### config.mk
export PLATFORM = sky130hd
export DESIGN_NAME = keypad_writer
export DESIGN_NICKNAME = d
export VERILOG_FILES = /design/src/rtl/keypad_writer_pkg.sv /design/src/rtl/keypad_writer_scan_tick.sv /design/src/rtl/keypad_writer.sv
export SDC_FILE = /design/constraint.sdc
export NUM_CORES = 1
export LEC_CHECK = 0
export CAP_MARGIN = 10
export CORE_UTILIZATION = 23
export DETAILED_ROUTE_END_ITERATION = 6
export PLACE_DENSITY = 0.46
export SETUP_SLACK_MARGIN = 0.3
export SLEW_MARGIN = 30
export SYNTH_ARGS = -nofsm -noshare
export SYNTH_HDL_FRONTEND = slang
export SYNTH_HIERARCHICAL = 1
export SYNTH_SLANG_ARGS = --single-unit
export TNS_END_PERCENT = 5
### constraint.sdc
create_clock -name clk -period 4.6 [get_ports clk]
set_input_delay 0.92 -clock clk [delete_from_list [all_inputs] [get_ports clk]]
set_output_delay 0.92 -clock clk [all_outputs]
set_load 0.01 [all_outputs]
### src/rtl/keypad_writer_pkg.sv
// ---------------------------------------------------------------------------
// keypad_writer_pkg
// Shared definitions for the 4x4 keypad scanner / FIFO byte writer:
//   - state_t    : scanner FSM state encoding
//   - COL_IDLE   : column drive with no column selected
//   - COL_START  : first column driven after reset (column 0 active-low)
//   - ROW_IDLE   : synchronized row pattern with no key pressed
//   - KEY_W      : width of a key code (row*4 + col)
//   - lowest_low : index of the lowest-numbered active-low row
//   - col_index  : index of the active-low column in a one-hot drive word
// ---------------------------------------------------------------------------
package keypad_writer_pkg;

    typedef enum logic [1:0] {
        ST_SCAN     = 2'd0,
        ST_PRESS_DB = 2'd1,
        ST_HELD     = 2'd2,
        ST_REL_DB   = 2'd3
    } state_t;

    localparam logic [3:0] COL_IDLE  = 4'b1111;
    localparam logic [3:0] COL_START = 4'b1110;
    localparam logic [3:0] ROW_IDLE  = 4'b1111;
    localparam int         KEY_W     = 4;

    // Scan from the top so the last hit (lowest index) wins.
    function automatic logic [1:0] lowest_low(input logic [3:0] rows);
        logic [1:0] idx;
        idx = 2'd0;
        for (int i = 3; i >= 0; i--) begin
            if (!rows[i]) idx = 2'(i);
        end
        return idx;
    endfunction

    function automatic logic [1:0] col_index(input logic [3:0] col);
        logic [1:0] idx;
        case (col)
            4'b1110: idx = 2'd0;
            4'b1101: idx = 2'd1;
            4'b1011: idx = 2'd2;
            4'b0111: idx = 2'd3;
            default: idx = 2'd0;
        endcase
        return idx;
    endfunction

endpackage

### src/rtl/keypad_writer_scan_tick.sv
// ---------------------------------------------------------------------------
// scan_tick
// Free-running divider: counts 0..SCAN_DIV-1 and raises tick for the one
// cycle in which the counter wraps.
//   clk   : clock, rising edge
//   rst_n : asynchronous active-low reset (counter -> 0)
//   tick  : one-cycle pulse every SCAN_DIV clocks
// ---------------------------------------------------------------------------
module scan_tick #(
    parameter int SCAN_DIV = 50000
) (
    input  logic clk,
    input  logic rst_n,
    output logic tick
);

    localparam int CW = (SCAN_DIV > 2) ? $clog2(SCAN_DIV) : 1;
    localparam logic [CW-1:0] LAST = CW'(SCAN_DIV - 1);

    logic [CW-1:0] cnt;

    always_ff @(posedge clk or negedge rst_n) begin
        if (!rst_n) begin
            cnt <= '0;
        end else if (cnt == LAST) begin
            cnt <= '0;
        end else begin
            cnt <= cnt + 1'b1;
        end
    end

    assign tick = (cnt == LAST);

endmodule

### src/rtl/keypad_writer.sv
// ---------------------------------------------------------------------------
// keypad_writer
// Scans a 4x4 active-low keypad, debounces press and release, and packs two
// accepted key codes into one byte written to a downstream FIFO.
//   clk       : clock, rising edge
//   rst_n     : asynchronous active-low reset
//   row_in    : keypad rows, active-low, asynchronous
//   col_out   : column drive, active-low one-hot
//   fifo_full : FIFO full flag, checked in the cycle wr would be high
//   wr        : one-cycle FIFO write strobe (wr=1 only while fifo_full=0)
//   data_out  : assembled byte {first key, second key}
//   key_code  : last accepted key code (row*4 + col)
//   key_valid : one-cycle pulse per accepted key
//   half_byte : high nibble captured, low nibble pending
//   drop_err  : sticky, a byte was lost because the FIFO was full
//   fsm_state : current scanner state, for observation
//
// Handshake: a byte is offered for exactly one cycle after the second key of
// a pair; it is written when wr=1 (offer and not fifo_full) and dropped
// (drop_err set) when fifo_full=1 in that cycle. There is no retry.
// ---------------------------------------------------------------------------
module keypad_writer
    import keypad_writer_pkg::*;
#(
    parameter int SCAN_DIV       = 50000,
    parameter int DEBOUNCE_TICKS = 4
) (
    input  logic             clk,
    input  logic             rst_n,
    input  logic [3:0]       row_in,
    output logic [3:0]       col_out,
    input  logic             fifo_full,
    output logic             wr,
    output logic [7:0]       data_out,
    output logic [KEY_W-1:0] key_code,
    output logic             key_valid,
    output logic             half_byte,
    output logic             drop_err,
    output state_t           fsm_state
);

    localparam int DW = (DEBOUNCE_TICKS > 1) ? $clog2(DEBOUNCE_TICKS + 1) : 1;
    localparam logic [DW-1:0] DB_LAST = DW'(DEBOUNCE_TICKS - 1);

    logic [3:0]       row_meta, row_sync;
    logic             tick;
    state_t           state_q, state_nx;
    logic [3:0]       col_q, col_nx;
    logic [1:0]       row_idx_q, row_idx_nx;
    logic [1:0]       col_idx_q, col_idx_nx;
    logic [DW-1:0]    db_cnt_q, db_cnt_nx;
    logic             accept;
    logic [KEY_W-1:0] high_q;
    logic             byte_ready;

    // Two-flop synchronizer; idles at "no key".
    always_ff @(posedge clk or negedge rst_n) begin
        if (!rst_n) begin
            row_meta <= ROW_IDLE;
            row_sync <= ROW_IDLE;
        end else begin
            row_meta <= row_in;
            row_sync <= row_meta;
        end
    end

    scan_tick #(.SCAN_DIV(SCAN_DIV)) u_scan_tick (
        .clk   (clk),
        .rst_n (rst_n),
        .tick  (tick)
    );

    always_ff @(posedge clk or negedge rst_n) begin
        if (!rst_n) begin
            state_q   <= ST_SCAN;
            col_q     <= COL_START;
            row_idx_q <= 2'd0;
            col_idx_q <= 2'd0;
            db_cnt_q  <= '0;
        end else begin
            state_q   <= state_nx;
            col_q     <= col_nx;
            row_idx_q <= row_idx_nx;
            col_idx_q <= col_idx_nx;
            db_cnt_q  <= db_cnt_nx;
        end
    end

    // Rows are only looked at on tick: the column has then been stable for
    // SCAN_DIV clocks, so the synchronized rows belong to the driven column.
    // col_out stays frozen outside SCAN, so only the latched column is seen.
    always_comb begin
        state_nx   = state_q;
        col_nx     = col_q;
        row_idx_nx = row_idx_q;
        col_idx_nx = col_idx_q;
        db_cnt_nx  = db_cnt_q;
        accept     = 1'b0;
        case (state_q)
            ST_SCAN: begin
                if (tick) begin
                    if (row_sync == ROW_IDLE) begin
                        col_nx = {col_q[2:0], col_q[3]};
                    end else begin
                        row_idx_nx = lowest_low(row_sync);
                        col_idx_nx = col_index(col_q);
                        db_cnt_nx  = '0;
                        state_nx   = ST_PRESS_DB;
                    end
                end
            end
            ST_PRESS_DB: begin
                if (tick) begin
                    if (!row_sync[row_idx_q]) begin
                        if (db_cnt_q == DB_LAST) begin
                            accept    = 1'b1;
                            db_cnt_nx = '0;
                            state_nx  = ST_HELD;
                        end else begin
                            db_cnt_nx = db_cnt_q + 1'b1;
                        end
                    end else begin
                        state_nx = ST_SCAN;
                    end
                end
            end
            ST_HELD: begin
                if (tick && (row_sync == ROW_IDLE)) begin
                    db_cnt_nx = '0;
                    state_nx  = ST_REL_DB;
                end
            end
            ST_REL_DB: begin
                if (tick) begin
                    if (row_sync == ROW_IDLE) begin
                        if (db_cnt_q == DB_LAST) begin
                            db_cnt_nx = '0;
                            state_nx  = ST_SCAN;
                        end else begin
                            db_cnt_nx = db_cnt_q + 1'b1;
                        end
                    end else begin
                        state_nx = ST_HELD;
                    end
                end
            end
            default: state_nx = ST_SCAN;
        endcase
    end

    // Key output and nibble packing.
    always_ff @(posedge clk or negedge rst_n) begin
        if (!rst_n) begin
            key_valid  <= 1'b0;
            key_code   <= '0;
            high_q     <= '0;
            half_byte  <= 1'b0;
            data_out   <= '0;
            byte_ready <= 1'b0;
            drop_err   <= 1'b0;
        end else begin
            key_valid  <= accept;
            byte_ready <= 1'b0;
            if (accept) begin
                key_code <= {row_idx_q, col_idx_q};
            end
            if (key_valid) begin
                if (!half_byte) begin
                    high_q    <= key_code;
                    half_byte <= 1'b1;
                end else begin
                    data_out   <= {high_q, key_code};
                    half_byte  <= 1'b0;
                    byte_ready <= 1'b1;
                end
            end
            if (byte_ready && fifo_full) begin
                drop_err <= 1'b1;
            end
        end
    end

    assign wr        = byte_ready && !fifo_full;
    assign col_out   = col_q;
    assign fsm_state = state_q;

endmodule

==> summary.md <==
| Metric | Value |
|---|---|
| Adder-Cell Fraction of Synth Area | 1.02% |
| Asr flop ratio synth | 100% |
| Post-layout minimum cycle time | 2.90 ns |
| Iteration-0 DRC count of the detailed router | 82 |
| Die area | about 11000 sq um |
| Worst hold path type | flop to flop |
| Main synth FF type | dfrtp_1 |
| Met2 Use GR | 13.1% |
| Setup WS pre-CTS | 1.69 ns |
| Clock Path Buffers | 2 |
| Status | finished clean |
| Busiest grt layer | met2 |
| Layout cells sized above 1 | 25.0% |
| Layout Cells excl Fill | 364 |
| P_leak | between 1 and 1.5 nW |
| Ranking of synthesized cells by area | dfrtp_1 (47%), dfstp_2 (12%), mux2_2 (9.2%) |
| Placed insts | 349 |
| ANT nets after route | 0 |
| PostCTS Resize Cnt | 0 |
| Flop and latch count out of synthesis | 57 |
| Post-synthesis mux area share | 10.9% |
| CTS Sinks | 57 |
| Setup Fix Bufs, Post-CTS | 0 |
| Relative slew slack | 51.4% |
| Yosys top cell area share | a little under half |
| Initial Util | 23.8% |
| Data arrival, critical path | just under 2 ns |
| Chip width | 105 microns |
| Row Count | 37 |
| CTS buffer count | 9 |
| Grt met1 use | 11.5% |
| Fin. Hold Viols | 0 |
| DRC viols | 0 |
| Total track usage | just under 9% |
| CTS tree | done |
| Max Clk Rate | 344 MHz |
| P&R area growth vs syn | 25.0% |
| Die H | about 110 microns |
| Hpwl dp | 2.83 mm |
| Final Cycle Share | 63.1% |
| Number of flops mapped to enable cells by yosys | 0 |
| Simple-Gate Fraction of Synth Area | 14.7% |
| Crit start category | input port |
| Syn nets | 200 |
| Cell variety after synth | 48 |
| Clock root buffer | clkbuf_8 |
| # setup viols final | 0 |
| Largest family of logic cells by synthesized area | simple AND/OR/NAND/NOR gates |
| Drt wl/cell | 11.9 microns |
| Avg Inst Size Synth | 12.9 sq um |
| Overflow after GRT | 0 |
| PD cells | 323 nW/um^2 |
| Via count | about 1500 |
| CP Max Fanout | 2 |
| Final nets | 233 |
| Hold Buf Count CTS | 0 |
| Worst path required time | roughly 3.7 ns |
| Synth Cell Area | between 2000 and 2500 sq um |
| Core region area | 10300 sq um |
| RSZ-0062 raised after global routing | false |
| Antenna cells | 0 |
| Compound-Gate Fraction of Synth Area | about 7.3% |
| Worst vdd ir | about 180 uV |
| Final TNS setup | 0 ns |
| MaxCap Viol Count | 0 |
| Mapped Cells | between 150 and 200 |
| Initial antenna violation count | 0 |
| Layout fillers | 1061 |
| Design area | 3070 sq um |
| WL final | ~4.3 mm |
| Area after DPL | ~2900 sq um |
| Worst-Margin Slew | 0.729 ns |
| Final Max Slew Viols | 0 |
| Clock skew | 0.00404 ns |
| First-pass GRT wire length | 7.69 mm |
| Cell taking the most area after synthesis | dfrtp_1 |
| Worst skew pair latency | 0.33 ns |
| Io pins | 29 |
| Clk pin slew, worst setup/hold paths | roughly 0.06 ns |
| Pin count of the biggest net entering global routing | 58 |
| GP Congestion | 0.754 |
| GR Util met3 | 3.77% |
| DR vias/cell | 4.23 |
| CTS H-tree lvls | 3 |
| Critical path class | input port to output port |
| Crit end category | output port |
| YS warnings | 6 |
| Post-synthesis xor/xnor area fraction | approximately 5.3% |
| Vias in the first global route | 1597 |
| IO buf count | 28 |
| Post-route setup slack | 1.70 ns |
| DRT Pass-1 Iters | 4 |
| Post-synthesis sequential area ratio | 58.6% |
==> flip-flops by register name (all words and copies together), names as in the netlist <==
name and cells:
byte_ready 1, col_idx_q 2, col_out 4, data_out 8, db_cnt_q 3, drop_err 1
fsm_state 2, half_byte 1, high_q 4, key_code 4, key_valid 1, row_idx_q 2
row_meta 4, row_sync 4, u_scan_tick/cnt 16
==> cells in the mapped netlist (all sizes together) (3+ instances only) <==
library cell,number
a21oi,4
and4,4
buf,5
dfrtp,46
dfstp,11
inv,5
mux2,20
mux2i,4
nand2,10
nand3,9
nand4,4
nor2,10
nor2b,4
o21ai,5
o31ai,3
xnor2,5
xor2,10
==> final timing paths <==
kind / start / endpoint / cells after the start / slack (ns)
worst max-delay path: fifo_full / wr / 3 / 1.70
worst min-delay path: row_meta[3] / row_sync[3] / 0 / 0.35
worst max register to register: u_scan_tick/cnt[0] / col_out[0] / 6 / 1.99
worst min register to register: row_meta[3] / row_sync[3] / 0 / 0.35
max in group asynchronous: rst_n / u_scan_tick/cnt[7] / 2 / 3.39
min in group asynchronous: rst_n / data_out[2] / 2 / 0.74
==> where the power goes <==
| part | leakage, nW | switching [mW] | internal [mW] |
|---|---|---|---|
| clock | 0.102 | 0.186 | 0.275 |
| combinational | 0.492 | 0.0133 | 0.00647 |
| sequential | 0.744 | 0.00270 | 0.508 |
| total | 1.34 | 0.202 | 0.789 |
==> worst max-delay path, cell delays in order <==
cell	delay, ns
clkdlybuf4s50_1	0.42
nor2b_1	0.11
clkdlybuf4s50_1	0.53
==> layout by cell type (no fill, tap or decap), types with 4 or more instances in the layout <==
master           count
a21oi_1              4
o21ai_0              5
nand2_1              9
xnor2_1              5
clkdlybuf4s50_1     27
nor2_1               9
inv_1                5
dfrtp_1             46
xor2_1              10
clkbuf_8            11
nor2b_1              4
mux2_2              20
dfstp_2             11
nand3_1              9
==> routing by layer <==
metal / vias to the layer above / wire (microns)
met5: - / 0
li1: 761 / -
met3: 2 / 243
met2: 43 / 1800
met1: 733 / 2250
met4: 0 / 40
==> through the flow <==
step           utilization, %  total power [mW]  hold slack [ns]
2_1_floorplan               -             0.523            0.345
3_3_place_gp             27.9             0.540            0.347
3_5_place_dp             27.9             0.540            0.347
4_1_cts                  29.8              1.01            0.356
5_1_grt                  29.8              1.03            0.357
6_report                 29.8             0.992            0.355
==> cell type report <==
class                      instances  area, sq um  area share, %
inverter                           5         18.8          0.611
tap                              136          170           5.54
sequential                        57         1440           46.9
multi-input combinational        122          966           31.4
clock buffer                      12          155           5.05
clock inverter                     3         40.0           1.30
timing repair buffer              29          283           9.20
==> cells by family (layout without fill, tap and decap cells) <==
family / after synthesis / in the layout
simple gates: 56 / 56
buf+inv: 12 / 49
compound gates: 25 / 25
xor+xnor: 15 / 15
fa+ha+maj: 2 / 2
flops: 57 / 57
mux: 24 / 24
(Power assumes the default switching activity.)
